$ cat src/rtl/dmem_arbiter_if.sv
// Request/response bus between two requesters, the arbiter and the data memory.
interface dmem_arbiter_if;
    logic        req0;
    logic        we0;
    logic [63:0] addr0;
    logic [63:0] wdata0;
    logic        ack0;
    logic [63:0] rdata0;
    logic        err0;
    logic        stall0;

    logic        req1;
    logic        we1;
    logic [63:0] addr1;
    logic [63:0] wdata1;
    logic        ack1;
    logic [63:0] rdata1;
    logic        err1;

    logic [63:0] mem_addr;
    logic [63:0] mem_wdata;
    logic        mem_write;
    logic        mem_read;
    logic [63:0] mem_rdata;

    // Environment side: requesters plus the memory array.
    modport master (
        output req0, we0, addr0, wdata0,
        output req1, we1, addr1, wdata1,
        input  ack0, rdata0, err0, stall0,
        input  ack1, rdata1, err1,
        input  mem_addr, mem_wdata, mem_write, mem_read,
        output mem_rdata
    );

    // Arbiter side.
    modport slave (
        input  req0, we0, addr0, wdata0,
        input  req1, we1, addr1, wdata1,
        output ack0, rdata0, err0, stall0,
        output ack1, rdata1, err1,
        output mem_addr, mem_wdata, mem_write, mem_read,
        input  mem_rdata
    );
endinterface

$ cat src/rtl/dmem_arbiter.sv
// Two-port arbiter/sequencer for the single-ported data memory.
// Port 0 (pipeline MEM stage) wins by default; port 1 (loader) is forced
// after STARVE_LIMIT consecutive port-0 grants while it waits.
module dmem_arbiter #(
    parameter int unsigned ADDR_BITS    = 8,
    parameter int unsigned RD_LATENCY   = 1,
    parameter int unsigned STARVE_LIMIT = 4
) (
    input  logic          clk,
    input  logic          rst,
    dmem_arbiter_if.slave bus
);
    localparam int unsigned SW = $clog2(STARVE_LIMIT + 1);

    typedef enum logic [1:0] {
        S_IDLE,
        S_ISSUE,
        S_WAIT,
        S_ACK
    } state_t;

    state_t        state;
    state_t        state_nx;

    logic          win;
    logic          lat_we;
    logic [63:0]   lat_addr;
    logic [63:0]   lat_wdata;
    logic [SW-1:0] starve_cnt;
    logic [2:0]    wait_cnt;
    logic          grant1;
    logic          oor;

    logic          ack0_q;
    logic          ack1_q;
    logic          err0_q;
    logic          err1_q;
    logic [63:0]   rdata0_q;
    logic [63:0]   rdata1_q;

    assign oor = |lat_addr[63:ADDR_BITS];

    assign bus.ack0   = ack0_q;
    assign bus.ack1   = ack1_q;
    assign bus.err0   = err0_q;
    assign bus.err1   = err1_q;
    assign bus.rdata0 = rdata0_q;
    assign bus.rdata1 = rdata1_q;
    assign bus.stall0 = bus.req0 & ~ack0_q;

    // State register.
    always_ff @(posedge clk or posedge rst) begin
        if (rst) begin
            state <= S_IDLE;
        end else begin
            state <= state_nx;
        end
    end

    // Next-state, arbitration decision and memory strobes.
    always_comb begin
        state_nx      = state;
        grant1        = 1'b0;
        bus.mem_addr  = '0;
        bus.mem_wdata = '0;
        bus.mem_write = 1'b0;
        bus.mem_read  = 1'b0;
        case (state)
            S_IDLE: begin
                grant1 = bus.req1 & (~bus.req0 | (starve_cnt == SW'(STARVE_LIMIT)));
                if (bus.req0 | bus.req1) begin
                    state_nx = S_ISSUE;
                end
            end
            S_ISSUE: begin
                bus.mem_addr  = 64'(lat_addr[ADDR_BITS-1:0]);
                bus.mem_wdata = lat_wdata;
                if (!oor) begin
                    bus.mem_write = lat_we;
                    bus.mem_read  = ~lat_we;
                end
                state_nx = (!oor && !lat_we) ? S_WAIT : S_ACK;
            end
            S_WAIT: begin
                if (wait_cnt == 3'd0) begin
                    state_nx = S_ACK;
                end
            end
            S_ACK: begin
                state_nx = S_IDLE;
            end
            default: begin
                state_nx = S_IDLE;
            end
        endcase
    end

    // Request latching, starvation counter, read capture and ack/err pulses.
    always_ff @(posedge clk or posedge rst) begin
        if (rst) begin
            win        <= 1'b0;
            lat_we     <= 1'b0;
            lat_addr   <= '0;
            lat_wdata  <= '0;
            starve_cnt <= '0;
            wait_cnt   <= '0;
            ack0_q     <= 1'b0;
            ack1_q     <= 1'b0;
            err0_q     <= 1'b0;
            err1_q     <= 1'b0;
            rdata0_q   <= '0;
            rdata1_q   <= '0;
        end else begin
            // win only changes in IDLE, so it is stable whenever ACK is entered.
            ack0_q <= (state_nx == S_ACK) && !win;
            ack1_q <= (state_nx == S_ACK) && win;
            err0_q <= (state_nx == S_ACK) && !win && oor;
            err1_q <= (state_nx == S_ACK) && win && oor;
            case (state)
                S_IDLE: begin
                    if (bus.req0 | bus.req1) begin
                        win       <= grant1;
                        lat_we    <= grant1 ? bus.we1 : bus.we0;
                        lat_addr  <= grant1 ? bus.addr1 : bus.addr0;
                        lat_wdata <= grant1 ? bus.wdata1 : bus.wdata0;
                        if (grant1) begin
                            starve_cnt <= '0;
                        end else if (bus.req1 && (starve_cnt != SW'(STARVE_LIMIT))) begin
                            starve_cnt <= starve_cnt + 1'b1;
                        end
                    end
                end
                S_ISSUE: begin
                    wait_cnt <= 3'(RD_LATENCY - 1);
                    if (oor && !lat_we) begin
                        if (win) begin
                            rdata1_q <= '0;
                        end else begin
                            rdata0_q <= '0;
                        end
                    end
                end
                S_WAIT: begin
                    if (wait_cnt == 3'd0) begin
                        if (win) begin
                            rdata1_q <= bus.mem_rdata;
                        end else begin
                            rdata0_q <= bus.mem_rdata;
                        end
                    end else begin
                        wait_cnt <= wait_cnt - 3'd1;
                    end
                end
                default: begin
                end
            endcase
        end
    end
endmodule

$ cat src/flat_wrapper.sv
// flat-port wrapper written by rule: the top's interface ports become plain ports
module dmem_arbiter_flat 
#(
    parameter int unsigned ADDR_BITS    = 8,
    parameter int unsigned RD_LATENCY   = 1,
    parameter int unsigned STARVE_LIMIT = 4
)
  (clk, rst, bus_req0, bus_we0, bus_addr0, bus_wdata0, bus_req1, bus_we1, bus_addr1, bus_wdata1, bus_ack0, bus_rdata0, bus_err0, bus_stall0, bus_ack1, bus_rdata1, bus_err1, bus_mem_addr, bus_mem_wdata, bus_mem_write, bus_mem_read, bus_mem_rdata);
  dmem_arbiter_if bus_i ();
  input  logic clk;
  input  logic rst;
  input wire logic [$bits(bus_i.req0)-1:0] bus_req0;
  input wire logic [$bits(bus_i.we0)-1:0] bus_we0;
  input wire logic [$bits(bus_i.addr0)-1:0] bus_addr0;
  input wire logic [$bits(bus_i.wdata0)-1:0] bus_wdata0;
  input wire logic [$bits(bus_i.req1)-1:0] bus_req1;
  input wire logic [$bits(bus_i.we1)-1:0] bus_we1;
  input wire logic [$bits(bus_i.addr1)-1:0] bus_addr1;
  input wire logic [$bits(bus_i.wdata1)-1:0] bus_wdata1;
  output wire logic [$bits(bus_i.ack0)-1:0] bus_ack0;
  output wire logic [$bits(bus_i.rdata0)-1:0] bus_rdata0;
  output wire logic [$bits(bus_i.err0)-1:0] bus_err0;
  output wire logic [$bits(bus_i.stall0)-1:0] bus_stall0;
  output wire logic [$bits(bus_i.ack1)-1:0] bus_ack1;
  output wire logic [$bits(bus_i.rdata1)-1:0] bus_rdata1;
  output wire logic [$bits(bus_i.err1)-1:0] bus_err1;
  output wire logic [$bits(bus_i.mem_addr)-1:0] bus_mem_addr;
  output wire logic [$bits(bus_i.mem_wdata)-1:0] bus_mem_wdata;
  output wire logic [$bits(bus_i.mem_write)-1:0] bus_mem_write;
  output wire logic [$bits(bus_i.mem_read)-1:0] bus_mem_read;
  input wire logic [$bits(bus_i.mem_rdata)-1:0] bus_mem_rdata;
  assign bus_i.req0 = bus_req0;
  assign bus_i.we0 = bus_we0;
  assign bus_i.addr0 = bus_addr0;
  assign bus_i.wdata0 = bus_wdata0;
  assign bus_i.req1 = bus_req1;
  assign bus_i.we1 = bus_we1;
  assign bus_i.addr1 = bus_addr1;
  assign bus_i.wdata1 = bus_wdata1;
  assign bus_ack0 = bus_i.ack0;
  assign bus_rdata0 = bus_i.rdata0;
  assign bus_err0 = bus_i.err0;
  assign bus_stall0 = bus_i.stall0;
  assign bus_ack1 = bus_i.ack1;
  assign bus_rdata1 = bus_i.rdata1;
  assign bus_err1 = bus_i.err1;
  assign bus_mem_addr = bus_i.mem_addr;
  assign bus_mem_wdata = bus_i.mem_wdata;
  assign bus_mem_write = bus_i.mem_write;
  assign bus_mem_read = bus_i.mem_read;
  assign bus_i.mem_rdata = bus_mem_rdata;
  dmem_arbiter #(.ADDR_BITS(ADDR_BITS), .RD_LATENCY(RD_LATENCY), .STARVE_LIMIT(STARVE_LIMIT)) u_core (.clk(clk), .rst(rst), .bus(bus_i));
endmodule
$ cat config.mk
export PLATFORM = sky130hd
export DESIGN_NAME = dmem_arbiter_flat
export DESIGN_NICKNAME = d
export VERILOG_FILES = /design/src/rtl/dmem_arbiter_if.sv /design/src/rtl/dmem_arbiter.sv /design/src/flat_wrapper.sv
export SDC_FILE = /design/constraint.sdc
export NUM_CORES = 1
export LEC_CHECK = 0
export ABC_CLOCK_PERIOD_IN_PS = 8600
export BUFFER_PORTS_ARGS = -buffer_cell sky130_fd_sc_hd__buf_4
export CORE_AREA = 5 5 225 227
export CTS_CLUSTER_SIZE = 20
export DETAILED_ROUTE_END_ITERATION = 7
export DIE_AREA = 0 0 230 232
export GPL_TIMING_DRIVEN = 0
export PLACE_DENSITY_LB_ADDON = 0.25
export SYNTH_ARGS = -nofsm -noshare
export SYNTH_HDL_FRONTEND = slang
export SYNTH_SLANG_ARGS = --single-unit
$ cat constraint.sdc
create_clock -name clk -period 8.6 [get_ports clk]
set_clock_uncertainty 0.15 [all_clocks]
set_input_delay 1.29 -clock clk [delete_from_list [all_inputs] [get_ports clk]]
set_output_delay 1.29 -clock clk [all_outputs]
set_load 0.02 [all_outputs]
==> metrics <==
gr usage total 16.16%; Total Power between 6 and 7 mW; worst rel slew slack a little over a third; Synth Area in Compound Gates 5.874%; DIE HEIGHT ~230 µm; clock-pin slew of the registers on the worst-case setup and hold paths around 0.06 ns; final WL between 40000 and 50000 µm; first-pass GRT wire length ~67000 µm; post-synthesis mux area share 21.40%; TritonCTS clock tree yes; clk buf depth 3; Primary FF master, synth dfrtp_1; area grow syn2layout 48.47%; # port buffers approximately 530; share of post-route cells with drive strength above 1 roughly two fifths; Via Count about 10000; Final nets roughly 2100; synthesized flop and latch total 270; clk_lat worst skew 0.56 ns; Yosys Warn Count 0; antenna violation net count after detailed routing 0; crit-path max FO 10; Worst-Margin Slew ~0.96 ns; hold_sp u_core.wait_cnt[0]$_DFFE_PP0P_; DR vias/cell between 4 and 5; Simple-Gate Fraction of Synth Area between 10% and 20%; Crit. End Element output pin; hold slack 0.3179 ns; Initial Util a little over a quarter; Slew Viols, Final 0; final hold violation count 0; Cell Area, Synth between 10000 and 15000 µm²; R2R depth 8; initial antenna violation count 2; adder-cell share of the synthesized area less than 1%; DRC Markers 0; TNS Setup 0 ns; Hold EP u_core.wait_cnt[0]$_DFFE_PP0P_; crit path DAT slightly below 3 ns; vias in the first global route between 10000 and 15000; largest net degree at the start of global routing 44; core area between 40000 and 50000 µm²; Site Rows between 80 and 90; Startpoint Class flop; minimum clock period approximately 4.4 ns; largest family of logic cells by synthesized area multiplexers; clock sinks between 200 and 300; 1st-pass router iterations 4; FF-to-FF Start u_core.state[0]$_DFF_PP0_; Lkg Pwr 9.549 nW; CTS H-tree lvls 1; asr flop ratio synth between 90% and 100%; worst hold path depth 1; Cell variety after synth 34; total CTS buffers 31; Max VDD drop between 100 and 150 µV; GRT overflow 0; # Post-CTS Setup Buffers 0; num ports slightly below 600; Post-synth EDFFs 0; DP Wirelength about 37000 µm; max_cap viols 0; sequential area share after synthesis between 50 and 60%; status complete, no violations; unrepaired setup endpoints after global routing no; CTS resizes 0; die width 230 µm; CP required between 7 and 8 ns; post-synthesis instance total between 1000 and 1500; Reg2Reg Setup Slack ~5.4 ns; Final Util roughly 39%; Min-Delay Path Class flop to flop; PwrDens 344.4 nW/µm²; drt initial violations 259; Final setup viols 0; Die ar. roughly 53000 µm²; RD Place Congestion 0.8208; Final Cycle Share between 50% and 60%; WL per Instance around 19 µm; Hold Buf Count CTS 0; f_max about 230 MHz; kind of critical path flop to output pin; root buf cell clkbuf_16; reg2reg end u_core.lat_addr[3]$_DFFE_PP0P_; Mapped Avg Cell Area between 10 and 15 µm²; XOR/XNOR Fraction of Synth Area 0%
where the power goes:
group          leakage (nW)  internal, mW  switching [mW]
Combinational          5.53          1.34            1.75
Clock                 0.527         0.868           0.529
Sequential             3.50          1.80           0.268
Total                  9.55          4.01            2.55
flip-flops by register name, summed over array words and instances (netlist names), 2 cells and up:
signal and flops:
u_core.starve_cnt 3, u_core.state 2, u_core.lat_wdata 64, u_core.bus.rdata1 64, u_core.wait_cnt 3, u_core.lat_addr 64
u_core.bus.rdata0 64
logic make-up after synthesis:
| group | Yosys count |
|---|---|
| and+or+nand+nor | 322 |
| DFF | 270 |
| muxes | 258 |
| AOI/OAI and AO/OA | 146 |
| buffers and inverters | 133 |
| adders and majority gates | 8 |
| other | 1 |
stage by stage:
step	setup WS (ns)	area, µm²	cells
after floorplan	3.593	13030	1193
after global placement	1.820	17810	2347
after detailed placement	4.195	17950	2354
after CTS	4.049	19040	2409
after global routing	3.989	19040	2409
final	4.229	19040	2410
worst max path at each step:
stage / from / endpoint / slack, ns / cells after the start
2_1_floorplan: rst / u_core.bus.ack0$_DFF_PP0_ / 3.59 / 1
3_3_place_gp: rst / u_core.lat_addr[11]$_DFFE_PP0P_ / 1.82 / 2
3_5_place_dp: bus_req0 / u_core.lat_addr[3]$_DFFE_PP0P_ / 4.20 / 7
4_1_cts: u_core.state[1]$_DFF_PP0_ / bus_mem_wdata[42] / 4.05 / 6
5_1_grt: u_core.state[1]$_DFF_PP0_ / bus_mem_wdata[42] / 3.99 / 6
6_report: u_core.state[1]$_DFF_PP0_ / bus_mem_wdata[42] / 4.23 / 6
synth_stat cells (all sizes together), types with 2 or more instances:
| cell type | count | share of area [%] |
|---|---|---|
| nand3 | 5 | 0.23 |
| or4 | 2 | 0.12 |
| and2 | 136 | 6.6 |
| buf | 83 | 4.9 |
| dfrtp | 270 | 53 |
| nand2 | 140 | 4.1 |
| nor2 | 14 | 0.43 |
| ha | 8 | 0.78 |
| nand4 | 4 | 0.31 |
| a21oi | 3 | 0.12 |
| mux2 | 129 | 11 |
| clkbuf | 42 | 1.2 |
| nor2b | 3 | 0.15 |
| nand2b | 3 | 0.15 |
| mux2i | 129 | 10 |
| o21ai | 139 | 5.4 |
| inv | 8 | 0.23 |
| nor4 | 12 | 0.59 |
worst max-delay path, cell delays in order (launching register included):
cell      delay (ns)
dfrtp_1         0.38
inv_1           0.10
ha_1            0.40
clkbuf_1        0.69
clkbuf_1        0.42
and2_1          0.22
buf_4           0.16
routing by layer:
layer | global-route usage (%) | vias up | routed length, µm
met5 | 0 | - | 0
met4 | 3.419 | 0 | 831
met3 | 4.610 | 47 | 3606
met2 | 29.41 | 372 | 23000
met1 | 19.04 | 4924 | 17960
li1 | - | 5000 | -
cell usage in the layout, fill, tap and decap left out, types with 8 or more instances in the layout:
cell type	n
and2_1	136
buf_2	10
buf_4	594
clkbuf_1	48
clkbuf_16	31
conb_1	56
dfrtp_1	270
ha_1	8
mux2_1	66
mux2_2	63
mux2i_1	129
nand2_1	140
nor2_1	13
nor4_1	12
o21ai_0	138
layout make-up:
cell class / instances / area, µm²
repair buffers: 539 / 4141
diodes: 1 / 2.502
clock buffers: 44 / 894.6
multi-input cells: 790 / 5461
clock inverters: 11 / 188.9
fillers: 4816 / 29400
well taps: 622 / 778.2
flip-flops and latches: 270 / 6756
plain buffers: 125 / 782.0
inverters: 8 / 33.78
No activity file was read; power rests on OpenSTA's default activity.
